==> config.mk <==
export PLATFORM = sky130hd
export DESIGN_NAME = board_render_fsm
export DESIGN_NICKNAME = d
export VERILOG_FILES = /design/src/rtl/board_pkg.sv /design/src/rtl/tile_painter.sv /design/src/rtl/board_render_fsm.sv
export SDC_FILE = /design/constraint.sdc
export NUM_CORES = 1
export LEC_CHECK = 0
export CORE_MARGIN = 10
export CORE_UTILIZATION = 31
export CTS_BUF_LIST = sky130_fd_sc_hd__clkbuf_4
export CTS_CLUSTER_DIAMETER = 120
export DETAILED_ROUTE_END_ITERATION = 7
export PLACE_DENSITY = 0.59
export SYNTH_ARGS = -nofsm -noshare
export SYNTH_HDL_FRONTEND = slang
export SYNTH_SLANG_ARGS = --single-unit
==> constraint.sdc <==
create_clock -name clock -period 3.24 [get_ports clock]
set_input_delay 0.324 -clock clock [delete_from_list [all_inputs] [get_ports clock]]
set_output_delay 0.324 -clock clock [all_outputs]
set_load 0.05 [all_outputs]
==> src/rtl/board_pkg.sv <==
`default_nettype none
// ============================================================================
// Module      : board_pkg
// Description : Shared types, default widths/colours and the {y,x} address
//               pack helper for the board renderer.
// Revision    : 1.0 - initial release
// ============================================================================
package board_pkg;

    localparam int GRID_BITS_DEF = 4;
    localparam int COLOUR_W_DEF  = 3;
    localparam int ADDR_W_DEF    = 2 * GRID_BITS_DEF;
    localparam int PACK_W        = 16;

    localparam logic [COLOUR_W_DEF-1:0] BG_COLOUR_DEF   = 3'b000;
    localparam logic [COLOUR_W_DEF-1:0] COLL_COLOUR_DEF = 3'b110;

    typedef enum logic [2:0] {
        S_IDLE  = 3'd0,
        S_CLEAR = 3'd1,
        S_LATCH = 3'd2,
        S_WRITE = 3'd3,
        S_RD    = 3'd4,
        S_WAIT  = 3'd5,
        S_DRAW  = 3'd6,
        S_DONE  = 3'd7
    } state_e;

    // Caller truncates the result to 2*gb bits.
    function automatic logic [PACK_W-1:0] pack_addr(input logic [7:0] y,
                                                    input logic [7:0] x,
                                                    input int gb);
        return (PACK_W'(y) << gb) | PACK_W'(x);
    endfunction

endpackage
`default_nettype wire

==> src/rtl/tile_painter.sv <==
`default_nettype none
// ============================================================================
// Module      : tile_painter
// Description : Emits a TILE_PX x TILE_PX square of pixels in raster order,
//               one per cycle, starting the cycle after start.
// Revision    : 1.0 - initial release
// ============================================================================
module tile_painter #(
    parameter int TILE_PX  = 30,
    parameter int COLOUR_W = 3
) (
    input  logic                clock,
    input  logic                reset,
    input  logic                start,
    input  logic [9:0]          org_x,
    input  logic [8:0]          org_y,
    input  logic [COLOUR_W-1:0] colour,
    output logic                plot,
    output logic [9:0]          vga_x,
    output logic [8:0]          vga_y,
    output logic [COLOUR_W-1:0] vga_colour,
    output logic                last
);

    localparam logic [9:0] LAST_PX = 10'(TILE_PX - 1);

    logic [9:0]          px_q, px_d, py_q, py_d, ox_q, ox_d, x_q, x_d;
    logic [8:0]          oy_q, oy_d, y_q, y_d;
    logic [COLOUR_W-1:0] col_q, col_d;
    logic                plot_q, plot_d, last_q, last_d;

    always_comb begin
        px_d   = px_q;
        py_d   = py_q;
        ox_d   = ox_q;
        oy_d   = oy_q;
        x_d    = x_q;
        y_d    = y_q;
        col_d  = col_q;
        plot_d = plot_q;
        last_d = last_q;
        if (start) begin
            ox_d   = org_x;
            oy_d   = org_y;
            col_d  = colour;
            px_d   = '0;
            py_d   = '0;
            x_d    = org_x;
            y_d    = org_y;
            plot_d = 1'b1;
            last_d = (TILE_PX == 1);
        end else if (plot_q && !last_q) begin
            if (px_q == LAST_PX) begin
                px_d = '0;
                py_d = py_q + 10'd1;
            end else begin
                px_d = px_q + 10'd1;
            end
            x_d    = ox_q + px_d;
            y_d    = oy_q + 9'(py_d);
            last_d = (px_d == LAST_PX) && (py_d == LAST_PX);
        end else if (plot_q) begin
            plot_d = 1'b0;
            last_d = 1'b0;
        end
    end

    always_ff @(posedge clock or negedge reset) begin
        if (!reset) begin
            px_q   <= '0;
            py_q   <= '0;
            ox_q   <= '0;
            oy_q   <= '0;
            x_q    <= '0;
            y_q    <= '0;
            col_q  <= '0;
            plot_q <= 1'b0;
            last_q <= 1'b0;
        end else begin
            px_q   <= px_d;
            py_q   <= py_d;
            ox_q   <= ox_d;
            oy_q   <= oy_d;
            x_q    <= x_d;
            y_q    <= y_d;
            col_q  <= col_d;
            plot_q <= plot_d;
            last_q <= last_d;
        end
    end

    assign plot       = plot_q;
    assign vga_x      = x_q;
    assign vga_y      = y_q;
    assign vga_colour = col_q;
    assign last       = last_q;

endmodule
`default_nettype wire

==> src/rtl/board_render_fsm.sv <==
`default_nettype none
// ============================================================================
// Module      : board_render_fsm
// Description : Writes player tiles into the board RAM, then sweeps the RAM
//               and streams each tile to the VGA adapter. Defining
//               COLLISION_EN enables shared-tile collision detection.
// Revision    : 1.0 - initial release
// ============================================================================
module board_render_fsm
    import board_pkg::*;
#(
    parameter int                  GRID_BITS   = GRID_BITS_DEF,
    parameter int                  NUM_PLAYERS = 2,
    parameter int                  TILE_PX     = 30,
    parameter int                  X_OFF       = 80,
    parameter int                  Y_OFF       = 0,
    parameter int                  COLOUR_W    = COLOUR_W_DEF,
    parameter logic [COLOUR_W-1:0] BG_COLOUR   = COLOUR_W'(BG_COLOUR_DEF),
    parameter logic [COLOUR_W-1:0] COLL_COLOUR = COLOUR_W'(COLL_COLOUR_DEF)
) (
    input  logic                            clock,
    input  logic                            reset,
    input  logic                            frame_start,
    input  logic                            board_clear,
    input  logic [NUM_PLAYERS*GRID_BITS-1:0] pos_x,
    input  logic [NUM_PLAYERS*GRID_BITS-1:0] pos_y,
    input  logic [NUM_PLAYERS*COLOUR_W-1:0]  player_colour,
    output logic [2*GRID_BITS-1:0]          mem_addr,
    output logic                            mem_we,
    output logic [COLOUR_W-1:0]             mem_wdata,
    input  logic [COLOUR_W-1:0]             mem_rdata,
    output logic [9:0]                      vga_x,
    output logic [8:0]                      vga_y,
    output logic [COLOUR_W-1:0]             vga_colour,
    output logic                            plot,
    output logic                            busy,
    output logic                            done,
    output logic [NUM_PLAYERS-1:0]          collision
);

    localparam int                ADDR_W = 2 * GRID_BITS;
    localparam int                PW     = NUM_PLAYERS * GRID_BITS;
    localparam int                CW     = NUM_PLAYERS * COLOUR_W;
    localparam logic [ADDR_W-1:0] LAST_T = '1;
    localparam logic [1:0]        LAST_P = 2'(NUM_PLAYERS - 1);

    if (NUM_PLAYERS < 1 || NUM_PLAYERS > 4 || GRID_BITS < 1 || GRID_BITS > 8 ||
        TILE_PX < 1 || (1 << GRID_BITS) * TILE_PX + X_OFF > 640 ||
        (1 << GRID_BITS) * TILE_PX + Y_OFF > 480) begin : g_param_err
        $error("board_render_fsm: illegal parameter combination");
    end

    state_e                state_q, state_d;
    logic [ADDR_W-1:0]     t_q, t_d, mem_addr_q, mem_addr_d;
    logic [1:0]            p_q, p_d;
    logic                  mem_we_q, mem_we_d, busy_q, busy_d, done_q, done_d;
    logic [COLOUR_W-1:0]   mem_wdata_q, mem_wdata_d;
    logic [NUM_PLAYERS-1:0] collision_q, collision_d, w_coll;
    logic [PW-1:0]         lat_x_q, lat_x_d, lat_y_q, lat_y_d;
    logic [CW-1:0]         lat_col_q, lat_col_d;

`ifdef COLLISION_EN
    always_comb begin
        w_coll = '0;
        for (int i = 0; i < NUM_PLAYERS; i++) begin
            for (int j = 0; j < NUM_PLAYERS; j++) begin
                if (i != j &&
                    pos_x[i*GRID_BITS +: GRID_BITS] == pos_x[j*GRID_BITS +: GRID_BITS] &&
                    pos_y[i*GRID_BITS +: GRID_BITS] == pos_y[j*GRID_BITS +: GRID_BITS])
                    w_coll[i] = 1'b1;
            end
        end
    end
`else
    assign w_coll = '0;
`endif

    // Player 0 is written straight out of LATCH, before the latches update.
    logic                 w_in_latch, w_wcoll, w_last;
    logic [PW-1:0]        w_src_x, w_src_y;
    logic [CW-1:0]        w_src_col;
    logic [3:0]           w_src_coll;
    logic [1:0]           w_wp;
    logic [GRID_BITS-1:0] w_wx, w_wy, w_tx, w_ty;
    logic [COLOUR_W-1:0]  w_wcol, w_wdata;
    logic [ADDR_W-1:0]    w_waddr;
    logic [9:0]           w_org_x;
    logic [8:0]           w_org_y;

    assign w_in_latch = (state_q == S_LATCH);
    assign w_src_x    = w_in_latch ? pos_x : lat_x_q;
    assign w_src_y    = w_in_latch ? pos_y : lat_y_q;
    assign w_src_col  = w_in_latch ? player_colour : lat_col_q;
    assign w_src_coll = 4'(w_in_latch ? w_coll : collision_q);
    assign w_wp       = w_in_latch ? 2'd0 : p_q + 2'd1;
    assign w_wx       = w_src_x[w_wp*GRID_BITS +: GRID_BITS];
    assign w_wy       = w_src_y[w_wp*GRID_BITS +: GRID_BITS];
    assign w_wcol     = w_src_col[w_wp*COLOUR_W +: COLOUR_W];
    assign w_wcoll    = w_src_coll[w_wp];
    assign w_wdata    = w_wcoll ? COLL_COLOUR : w_wcol;
    assign w_waddr    = ADDR_W'(pack_addr(8'(w_wy), 8'(w_wx), GRID_BITS));

    assign w_tx    = t_q[GRID_BITS-1:0];
    assign w_ty    = t_q[ADDR_W-1:GRID_BITS];
    assign w_org_x = 10'(X_OFF) + 10'(w_tx) * 10'(TILE_PX);
    assign w_org_y = 9'(Y_OFF) + 9'(w_ty) * 9'(TILE_PX);

    always_comb begin
        state_d     = state_q;
        t_d         = t_q;
        p_d         = p_q;
        mem_addr_d  = mem_addr_q;
        mem_we_d    = 1'b0;
        mem_wdata_d = mem_wdata_q;
        collision_d = collision_q;
        lat_x_d     = lat_x_q;
        lat_y_d     = lat_y_q;
        lat_col_d   = lat_col_q;
        case (state_q)
            S_IDLE: begin
                if (frame_start) begin
                    t_d = '0;
                    if (board_clear) begin
                        state_d     = S_CLEAR;
                        mem_addr_d  = '0;
                        mem_we_d    = 1'b1;
                        mem_wdata_d = BG_COLOUR;
                    end else begin
                        state_d = S_LATCH;
                    end
                end
            end
            S_CLEAR: begin
                if (t_q == LAST_T) begin
                    state_d = S_LATCH;
                    t_d     = '0;
                end else begin
                    t_d        = t_q + 1'b1;
                    mem_addr_d = t_q + 1'b1;
                    mem_we_d   = 1'b1;
                end
            end
            S_LATCH: begin
                lat_x_d     = pos_x;
                lat_y_d     = pos_y;
                lat_col_d   = player_colour;
                collision_d = w_coll;
                p_d         = 2'd0;
                t_d         = '0;
                state_d     = S_WRITE;
                mem_addr_d  = w_waddr;
                mem_we_d    = 1'b1;
                mem_wdata_d = w_wdata;
            end
            S_WRITE: begin
                if (p_q == LAST_P) begin
                    state_d    = S_RD;
                    mem_addr_d = '0;
                end else begin
                    p_d         = p_q + 2'd1;
                    mem_addr_d  = w_waddr;
                    mem_we_d    = 1'b1;
                    mem_wdata_d = w_wdata;
                end
            end
            S_RD:   state_d = S_WAIT;
            S_WAIT: state_d = S_DRAW;
            S_DRAW: begin
                if (w_last) begin
                    if (t_q == LAST_T) begin
                        state_d = S_DONE;
                    end else begin
                        t_d        = t_q + 1'b1;
                        mem_addr_d = t_q + 1'b1;
                        state_d    = S_RD;
                    end
                end
            end
            S_DONE:  state_d = S_IDLE;
            default: state_d = S_IDLE;
        endcase
        busy_d = (state_d != S_IDLE);
        done_d = (state_d == S_DONE);
    end

    always_ff @(posedge clock or negedge reset) begin
        if (!reset) begin
            state_q     <= S_IDLE;
            t_q         <= '0;
            p_q         <= '0;
            mem_addr_q  <= '0;
            mem_we_q    <= 1'b0;
            mem_wdata_q <= '0;
            busy_q      <= 1'b0;
            done_q      <= 1'b0;
            collision_q <= '0;
            lat_x_q     <= '0;
            lat_y_q     <= '0;
            lat_col_q   <= '0;
        end else begin
            state_q     <= state_d;
            t_q         <= t_d;
            p_q         <= p_d;
            mem_addr_q  <= mem_addr_d;
            mem_we_q    <= mem_we_d;
            mem_wdata_q <= mem_wdata_d;
            busy_q      <= busy_d;
            done_q      <= done_d;
            collision_q <= collision_d;
            lat_x_q     <= lat_x_d;
            lat_y_q     <= lat_y_d;
            lat_col_q   <= lat_col_d;
        end
    end

    // RAM data is valid during WAIT, so the painter latches it there.
    tile_painter #(
        .TILE_PX  (TILE_PX),
        .COLOUR_W (COLOUR_W)
    ) u_painter (
        .clock      (clock),
        .reset      (reset),
        .start      (state_q == S_WAIT),
        .org_x      (w_org_x),
        .org_y      (w_org_y),
        .colour     (mem_rdata),
        .plot       (plot),
        .vga_x      (vga_x),
        .vga_y      (vga_y),
        .vga_colour (vga_colour),
        .last       (w_last)
    );

    assign mem_addr  = mem_addr_q;
    assign mem_we    = mem_we_q;
    assign mem_wdata = mem_wdata_q;
    assign busy      = busy_q;
    assign done      = done_q;
    assign collision = collision_q;

endmodule
`default_nettype wire

==> results of run 1 <==
==> state kept, by name, indices dropped and copies added (netlist names), 8 cells and up <==
name	flops
u_painter.vga_x	10
u_painter.ox_q	9
u_painter.px_q	9
u_painter.py_q	9
u_painter.vga_y	9
lat_x_q	8
lat_y_q	8
mem_addr	8
t_q	8
u_painter.oy_q	8
==> layout by cell type, fill, tap and decap left out, types with 16 or more instances in the layout <==
cell / Yosys / routed
dfrtp_1: 108 / 108
nand2_1: 95 / 95
clkdlybuf4s50_1: 0 / 64
nor2_1: 48 / 47
ha_1: 46 / 44
inv_1: 43 / 42
buf_4: 5 / 42
o21ai_0: 38 / 36
a21oi_1: 36 / 32
xnor2_1: 28 / 26
nand3_1: 28 / 26
xor2_1: 26 / 23
mux2_2: 23 / 22
nor3_1: 18 / 18
mux2i_1: 16 / 16
==> per-stage QoR <==
stage               hold WS [ns]  setup TNS [ns]
floorplan                 0.0284         -0.0371
global placement           0.433               0
detailed placement         0.429        -0.00942
CTS                        0.287         -0.0154
global route               0.308          -0.807
finish                     0.339          -0.106
==> layer usage <==
metal | vias up | track usage
li1 | 2623 | -
met1 | 2515 | 0.160
met2 | 114 | 0.178
met3 | 16 | 0.0372
met4 | 0 | 0.0284
met5 | - | 0
==> what timing repair did <==
action                                  4_1_cts  5_1_grt
endpoints found under the hold margin        53        0
gates resized for setup                       1       20
setup buffers                                 0        5
endpoints found under the setup margin        6       13
pin swaps                                     1       16
hold buffers                                  1        0
==> synth_stat cells (3+ instances only) <==
master,number
dfrtp_1,108
nand2_1,95
nor2_1,48
ha_1,46
inv_1,43
o21ai_0,38
a21oi_1,36
clkbuf_1,28
nand3_1,28
xnor2_1,28
xor2_1,26
mux2_2,23
nor3_1,18
mux2i_1,16
fa_1,12
nand2b_1,11
o22ai_1,10
o2bb2ai_1,8
nand4_1,7
o2111ai_1,7
and3_1,6
nor2b_1,6
o31ai_1,6
or3_1,6
buf_2,5
buf_4,5
a21o_1,4
buf_1,3
nor3b_1,3
o211ai_1,3
o21a_1,3
o21bai_1,3
==> worst max-delay path: cells and delay by family, from the launching register on <==
family | cells | cell delay [ns]
buf+inv | 2 | 0.26
flops | 1 | 0.44
simple gates | 4 | 0.98
fa+ha+maj | 3 | 0.63
compound gates | 4 | 0.63
mux | 1 | 0.31
==> layout make-up <==
cell class                      count  area, µm²
Clock inverter                      7       62.6
Fill cell                        2192      13100
Antenna cell                        1       2.50
Multi-Input combinational cell    529       3840
Sequential cell                   108       2700
Clock buffer                        9       67.6
Tap cell                          275        344
Inverter                           43        161
Timing Repair Buffer              107        966
==> report_power, final <==
group	switching [µW]	internal, µW
Clock	507	179
Sequential	312	1790
Combinational	2110	1460
Total	2930	3430
==> logic make-up after synthesis <==
kind of cell,synth area share
AOI/OAI and AO/OA,0.127
and+or+nand+nor,0.166
adders and majority gates,0.121
buffers and inverters,0.0505
DFF,0.401
muxes,0.0639
other,0.000556
xor gates and xnor gates,0.0702
==> worst max-delay path by stage <==
stage | from | endpoint | cells after the start
CTS | u_painter.px_q[1] | u_painter.vga_y[7] | 13
global route | u_painter.px_q[1] | u_painter.vga_y[7] | 14
global placement | t_q[0] | u_painter.vga_x[8] | 11
detailed placement | t_q[0] | u_painter.vga_x[8] | 11
floorplan | u_painter.vga_x[0] | u_painter.vga_y[7] | 13
finish | u_painter.px_q[1] | u_painter.vga_y[7] | 14
==> out/results.tsv, run 1 <==
stage	metric	value	unit
run_status	outcome	finished, violations left	
run_status	failing checks	negative setup slack	
worst_setup_path	cell mode on critical path	ha_4	
clock_tree	CTS sink count	108	
cells_and_area	fraction of layout cells with a size suffix above 1	0.137	
worst_hold_path	Hold Crit Depth	3	
routing	WL per Instance	15.3	µm
pwr	Power Density	781	nW/µm²
synth	Synth Cell Area	6740	µm²
routing	top sig layer	met4	
synth	Area contributors post-synth	dfrtp_1, ha_1, nand2_1, mux2_2, xnor2_1	
place	pre-CTS setup slack	-0.00942	ns
sta	final cycle utilization of the critical path	1.03	
worst_setup_path	CP required	3.67	ns
place	Placed Area	7860	µm²
die	chip height	167	µm
cells_and_area	P&R area growth vs syn	20.8	%
place	placed insts	1056	
global_routing	antenna violations before repair	1	
routing	wl on met1	7.91	mm
clock_tree	TritonCTS clock tree	done	
die	# IOs	68	
worst_setup_path	kind of critical path	reg -> reg	
worst_setup_path	depth of the most critical reg-to-reg path	14	
global_routing	first-pass GRT wire length	27.7	mm
worst_hold_path	hold path endpoint	u_painter.vga_colour[1]	
synth	Ys Warns	0	
job	max_cap viols	0	
sta	Final Skew	0.0295	ns
synth	#FFs+latches synth	108	
routing	met3 routed WL	1.05	mm
routing	DRT Wirelength	16.5	mm
worst_setup_path	Reg-to-Reg Start	u_painter.px_q[1]	
sta	final count of hold timing violations	0	
worst_setup_path	CP endpoint kind	flop	
routing	DRT Pass-1 Iters	5	
cells_and_area	final std cells w/o fill	1079	
die	die width	167	µm
place	Post-DP HPWL	12.4	mm
routing	via/cell ratio	4.88	
routing	Vias	5268	
sta	f_max	0.299	GHz
cells_and_area	fin area	8140	µm²
worst_setup_path	r2r endpoint	u_painter.vga_y[7]	
routing	DRT iter0 DRCs	331	
routing	Post-route DRC	0	
worst_setup_path	crit path max fanout	4	
worst_hold_path	worst hold start	mem_rdata[1]	
synth	count of unique library cells instantiated by Yosys	56	
routing	met2 WL	7.40	mm
sta	fin worst setup slack	-0.101	ns
clock_tree	clk_lat worst skew	0.52	ns
sta	Final Max Slew Viols	0	
synth	Post-synth ARST share	1.00	
synth	EDFF count, synth	0	
global_routing	vias in the first global route	5213	
sta	final setup fails	2	
pwr	total power	6360	µW
clock_tree	H-tree levels	3	
die	Initial Util	0.318	
pwr	leakage	0.00378	µW
clock_tree	Worst-path clk slew	0.20	ns
pwr	Worst VDD drop	399	µV
sta	fin crit period	3.34	ns
worst_setup_path	crit path cell chain	inv_2 -> ha_4 -> or4b_4 -> nor4b_4 -> buf_4 -> mux2_4 -> ha_4 -> fa_2 -> a21o_1 -> a21oi_2 -> nand2b_4 -> nand3_2 -> o41a_1 -> a31oi_1	
synth	post-synth top area share	0.401	
synth	Seq/Total Area, Yosys	0.401	
global_routing	largest net degree at the start of global routing	57	
worst_setup_path	register-to-register setup slack	-0.10	ns
die	Total Die Area	28000	µm²
sta	relative slew slack	0.499	
die	core area	21200	µm²
worst_setup_path	highest-delay cell along the critical path	or4b_4	
synth	Synth Flop Type	dfrtp_1	
place	GP Congestion	0.844	
global_routing	GR Overflow Total	0	
worst_hold_path	Min-Delay Path Class	in -> reg	
clock_tree	CTS Buf Count	9	
clock_tree	Longest Clk Path Bufs	2	
routing	ANT nets after route	0	
sta	Worst Tran Pin Value	0.751	ns
die	row count	53	
worst_setup_path	critical path arrival	3.77	ns
sta	RSZ-0062 raised after global routing	yes	
cells_and_area	fin nets	885	
clock_tree	root buffer cell	clkbuf_4	
synth	Cells after Synth	720	
synth	Synth Area per Inst	9.36	µm²
synth	Yosys top cell by area	dfrtp_1	
place	PortBufs	65	
cells_and_area	Final Core Density	0.384	
global_routing	Overall Global Routing Usage	0.118	
worst_setup_path	CP max stage delay	0.48	ns
worst_setup_path	startpoint class of the critical path	flop	
Note: power is estimated with default switching activity, not from simulation.
==> run 2: changes to the inputs <==
- SYNTH_HIERARCHICAL: not set -> 1
==> out/results.tsv, run 2 <==
stage	metric	value	unit	change
run_status	outcome	completed		
worst_setup_path	Critical Path End	u_painter/ox_q[8]		
cells_and_area	P&R area growth vs syn	19.0	%	
synth	simple-gate share of the synthesized area	0.198		+0.0327
global_routing	GR Overflow Total	0		unchanged
worst_setup_path	startpoint class of the critical path	flop		
routing	Vias	5690		+8.0%
cells_and_area	multi-input logic area	4280	µm²	+12%
synth	Synth Flop Type	dfrtp_1		
routing	DRT iter0 DRCs	312		-5.7%
global_routing	largest net degree at the start of global routing	91		+60%
synth	Area contributors post-synth	dfrtp_1, ha_1, nand2_1, xnor2_1, o21ai_0		
global_routing	Overall Global Routing Usage	0.113		-0.00463
sta	f_max	0.321	GHz	+7.4%
die	# IOs	68		unchanged
synth	Yosys top cell by area	dfrtp_1		
sta	fin crit period	3.11	ns	-0.230 ns
cells_and_area	fraction of layout cells with a size suffix above 1	0.122		-0.0145
routing	DRT Wirelength	17.3	mm	+4.8%
pwr	total power	2190	µW	-66%
worst_setup_path	critical path arrival	3.51	ns	-0.26 ns
clock_tree	root buffer cell	clkbuf_4		
global_routing	antenna violations before repair	1		unchanged
routing	DRT Pass-1 Iters	5		unchanged
synth	Synth top cells by count	nand2_1, dfrtp_1, nor2_1, o21ai_0		
place	GP Congestion	0.813		-3.7%
synth	count of unique library cells instantiated by Yosys	72		+29%
cells_and_area	commonest non-fill, non-tap cell in the layout	nand2_1		
clock_tree	clk_lat worst skew	0.49	ns	-0.03 ns
worst_setup_path	Crit. path cell count	10		-4
cells_and_area	most frequent cells in the layout	nand2_1, dfrtp_1, clkdlybuf4s50_1, nor2_1, o21ai_0		
synth	Synth Area in Compound Gates	0.137		+0.00939
clock_tree	CTS sink count	112		+3.7%
pwr	leakage	0.00396	µW	+4.9%
clock_tree	TritonCTS clock tree	done		
worst_setup_path	kind of critical path	reg -> reg		
worst_setup_path	CP required	3.64	ns	-0.03 ns
synth	Post-synth ARST share	1.00		unchanged
pwr	Worst VDD drop	174	µV	-57%
worst_setup_path	CP max stage delay	0.58	ns	+0.10 ns
worst_setup_path	crit path max fanout	2		-2
die	row count	56		+5.7%
sta	final cycle utilization of the critical path	0.960		-0.0710
cells_and_area	Fill cells	2436		+11%
clock_tree	Longest Clk Path Bufs	2		unchanged
global_routing	vias in the first global route	5513		+5.8%
synth	#FFs+latches synth	112		+3.7%
die	core area	23400	µm²	+10%
sta	Final Skew	0.0264	ns	-0.00314 ns
place	PortBufs	65		unchanged
synth	EDFF count, synth	0		unchanged
cells_and_area	Final Core Density	0.374		-0.00969
place	Post-DP HPWL	12.5	mm	+0.77%
cells_and_area	FF/Latch Area	2800	µm²	+3.8%
worst_setup_path	depth of the most critical reg-to-reg path	10		-4
worst_setup_path	delay-heaviest family, CP	adder cells		
die	Initial Util	0.314		-0.00326
synth	Cells after Synth	816		+13%
sta	hold slack	0.342	ns	+0.00212 ns
synth	Synth Cell Area	7360	µm²	+9.2%
sta	Worst Tran Pin Value	1.09	ns	+0.337 ns
worst_setup_path	crit path launch	t_q[2]		
clock_tree	H-tree levels	3		unchanged
worst_setup_path	r2r endpoint	u_painter/ox_q[8]		
synth	adder-cell share of the synthesized area	0.114		-0.00675
pwr	Power Density	250	nW/µm²	-68%
synth	count leader, synth	nand2_1		
worst_setup_path	register-to-register setup slack	0.13	ns	+0.23 ns
worst_hold_path	Min-Delay Path Class	in -> reg		
sta	final count of hold timing violations	0		unchanged
worst_setup_path	Reg-to-Reg Start	t_q[2]		
sta	final setup fails	0		-2
worst_setup_path	crit path cell chain	fa_1 -> inv_2 -> fa_2 -> fa_2 -> nand2b_1 -> a21oi_1 -> xor2_1 -> o21ai_1 -> xor2_1 -> mux2_2		
synth	largest family of logic cells by synthesized area	simple AND/OR/NAND/NOR gates		
routing	ANT nets after route	0		unchanged
routing	via/cell ratio	4.70		-3.7%
synth	multiplexer share of the synthesized area	0.0408		-0.0230
routing	WL per Instance	14.3	µm	-6.6%
synth	Ys Warns	6		+6
synth	xor/xnor share of the synthesized area	0.0697		-0.000441
job	max_cap viols	0		unchanged
sta	relative slew slack	0.274		-0.225
die	die width	174	µm	+3.9%
worst_setup_path	highest-delay cell along the critical path	fa_1		
synth	post-synth top area share	0.381		-0.0200
die	Total Die Area	30300	µm²	+8.0%
clock_tree	Worst-path clk slew	0.18	ns	-0.02 ns
die	chip height	174	µm	+3.9%
synth	Seq/Total Area, Yosys	0.381		-0.0200
global_routing	first-pass GRT wire length	28.7	mm	+3.7%
clock_tree	CTS Buf Count	9		unchanged
routing	Post-route DRC	0		unchanged
synth	Synth Area per Inst	9.02	µm²	-3.7%
worst_setup_path	CP Buf/Inv Count	1		-1
cells_and_area	fin nets	974		+10%
sta	Final Max Slew Viols	0		unchanged
worst_setup_path	CP endpoint kind	flop		
run 2: cell types whose count changed after synthesis, sizes merged, moves of 7 or more:
cell	before	now
a21oi	36	50
buf	13	26
mux2	24	8
nand2	96	119
nor2	48	57
nor3b	3	10
o21ai	39	62
o22ai	10	1
o2bb2ai	8	0
run 2: cell families (layout without fill, tap and decap cells):
family                     Yosys count  in the layout
and+or+nand+nor                    295            295
AOI/OAI and AO/OA                  164            164
DFF                                112            112
buffers and inverters               98            169
adders and majority gates           60             60
xor gates and xnor gates            57             57
muxes                               29             29
other                                1              5
run 2: how the worst min path moves through the flow:
stage	to	slack, ns	startpoint	cells after the start
detailed placement	u_painter/vga_colour[1]	0.39	reset	1
finish	lat_y_q[6]	0.34	pos_y[6]	3
global placement	u_painter/vga_colour[2]	0.38	reset	1
global route	lat_y_q[6]	0.29	pos_y[6]	3
CTS	lat_y_q[6]	0.29	pos_y[6]	3
floorplan	busy	0.03	reset	0
run 2: metal layers:
metal / global-route usage / wire (µm) / up-vias / share of wire
li1: - / - / 2909 / -
met1: 0.156 / 8700 / 2671 / 0.50
met2: 0.174 / 7610 / 98 / 0.44
met3: 0.0301 / 842 / 12 / 0.049
met4: 0.0224 / 153 / 0 / 0.0088
met5: 0 / 0 / - / 0
run 2: metrics by stage:
stage / worst slack [ns] / cells / setup TNS [ns] / instance area [µm²]
final: 0.129 / 1210 / 0 / 8750
after global routing: -0.00443 / 1210 / -0.00584 / 8750
after CTS: 0.0242 / 1205 / 0 / 8580
after detailed placement: 0.00871 / 1188 / 0 / 8440
after global placement: 0.0840 / 1188 / 0 / 8440
after floorplan: 0.00888 / 819 / 0 / 7380
run 2: what timing repair did:
action | in CTS | in global routing
hold buffers | 1 | 0
pin swaps | 1 | 15
resized for setup | 2 | 26
setup buffers | 0 | 3
setup endpoints to repair | 2 | 15
hold endpoints to repair | 44 | 0
cloned | 0 | 1
run 2: layout make-up:
cell class | instances | area share
Inverter | 49 | 0.0210
Clock inverter | 7 | 0.00615
Multi-Input combinational cell | 609 | 0.489
Tap cell | 319 | 0.0456
Sequential cell | 112 | 0.320
Timing Repair Buffer | 104 | 0.110
Antenna cell | 1 | 0.000286
Clock buffer | 9 | 0.00772
run 2: power breakdown:
part	internal (µW)	switching [µW]	total, µW
combinational	44.3	61.3	106
sequential	1400	3.24	1410
clock	167	511	677
run 2: worst reg2reg max path, cell delays in order, from the launching register on:
cell and delay, ns:
dfrtp_1 0.44, fa_1 0.58, inv_2 0.05, fa_2 0.47, fa_2 0.41, nand2b_1 0.15
a21oi_1 0.15, xor2_1 0.22, o21ai_1 0.11, xor2_1 0.18, mux2_2 0.27
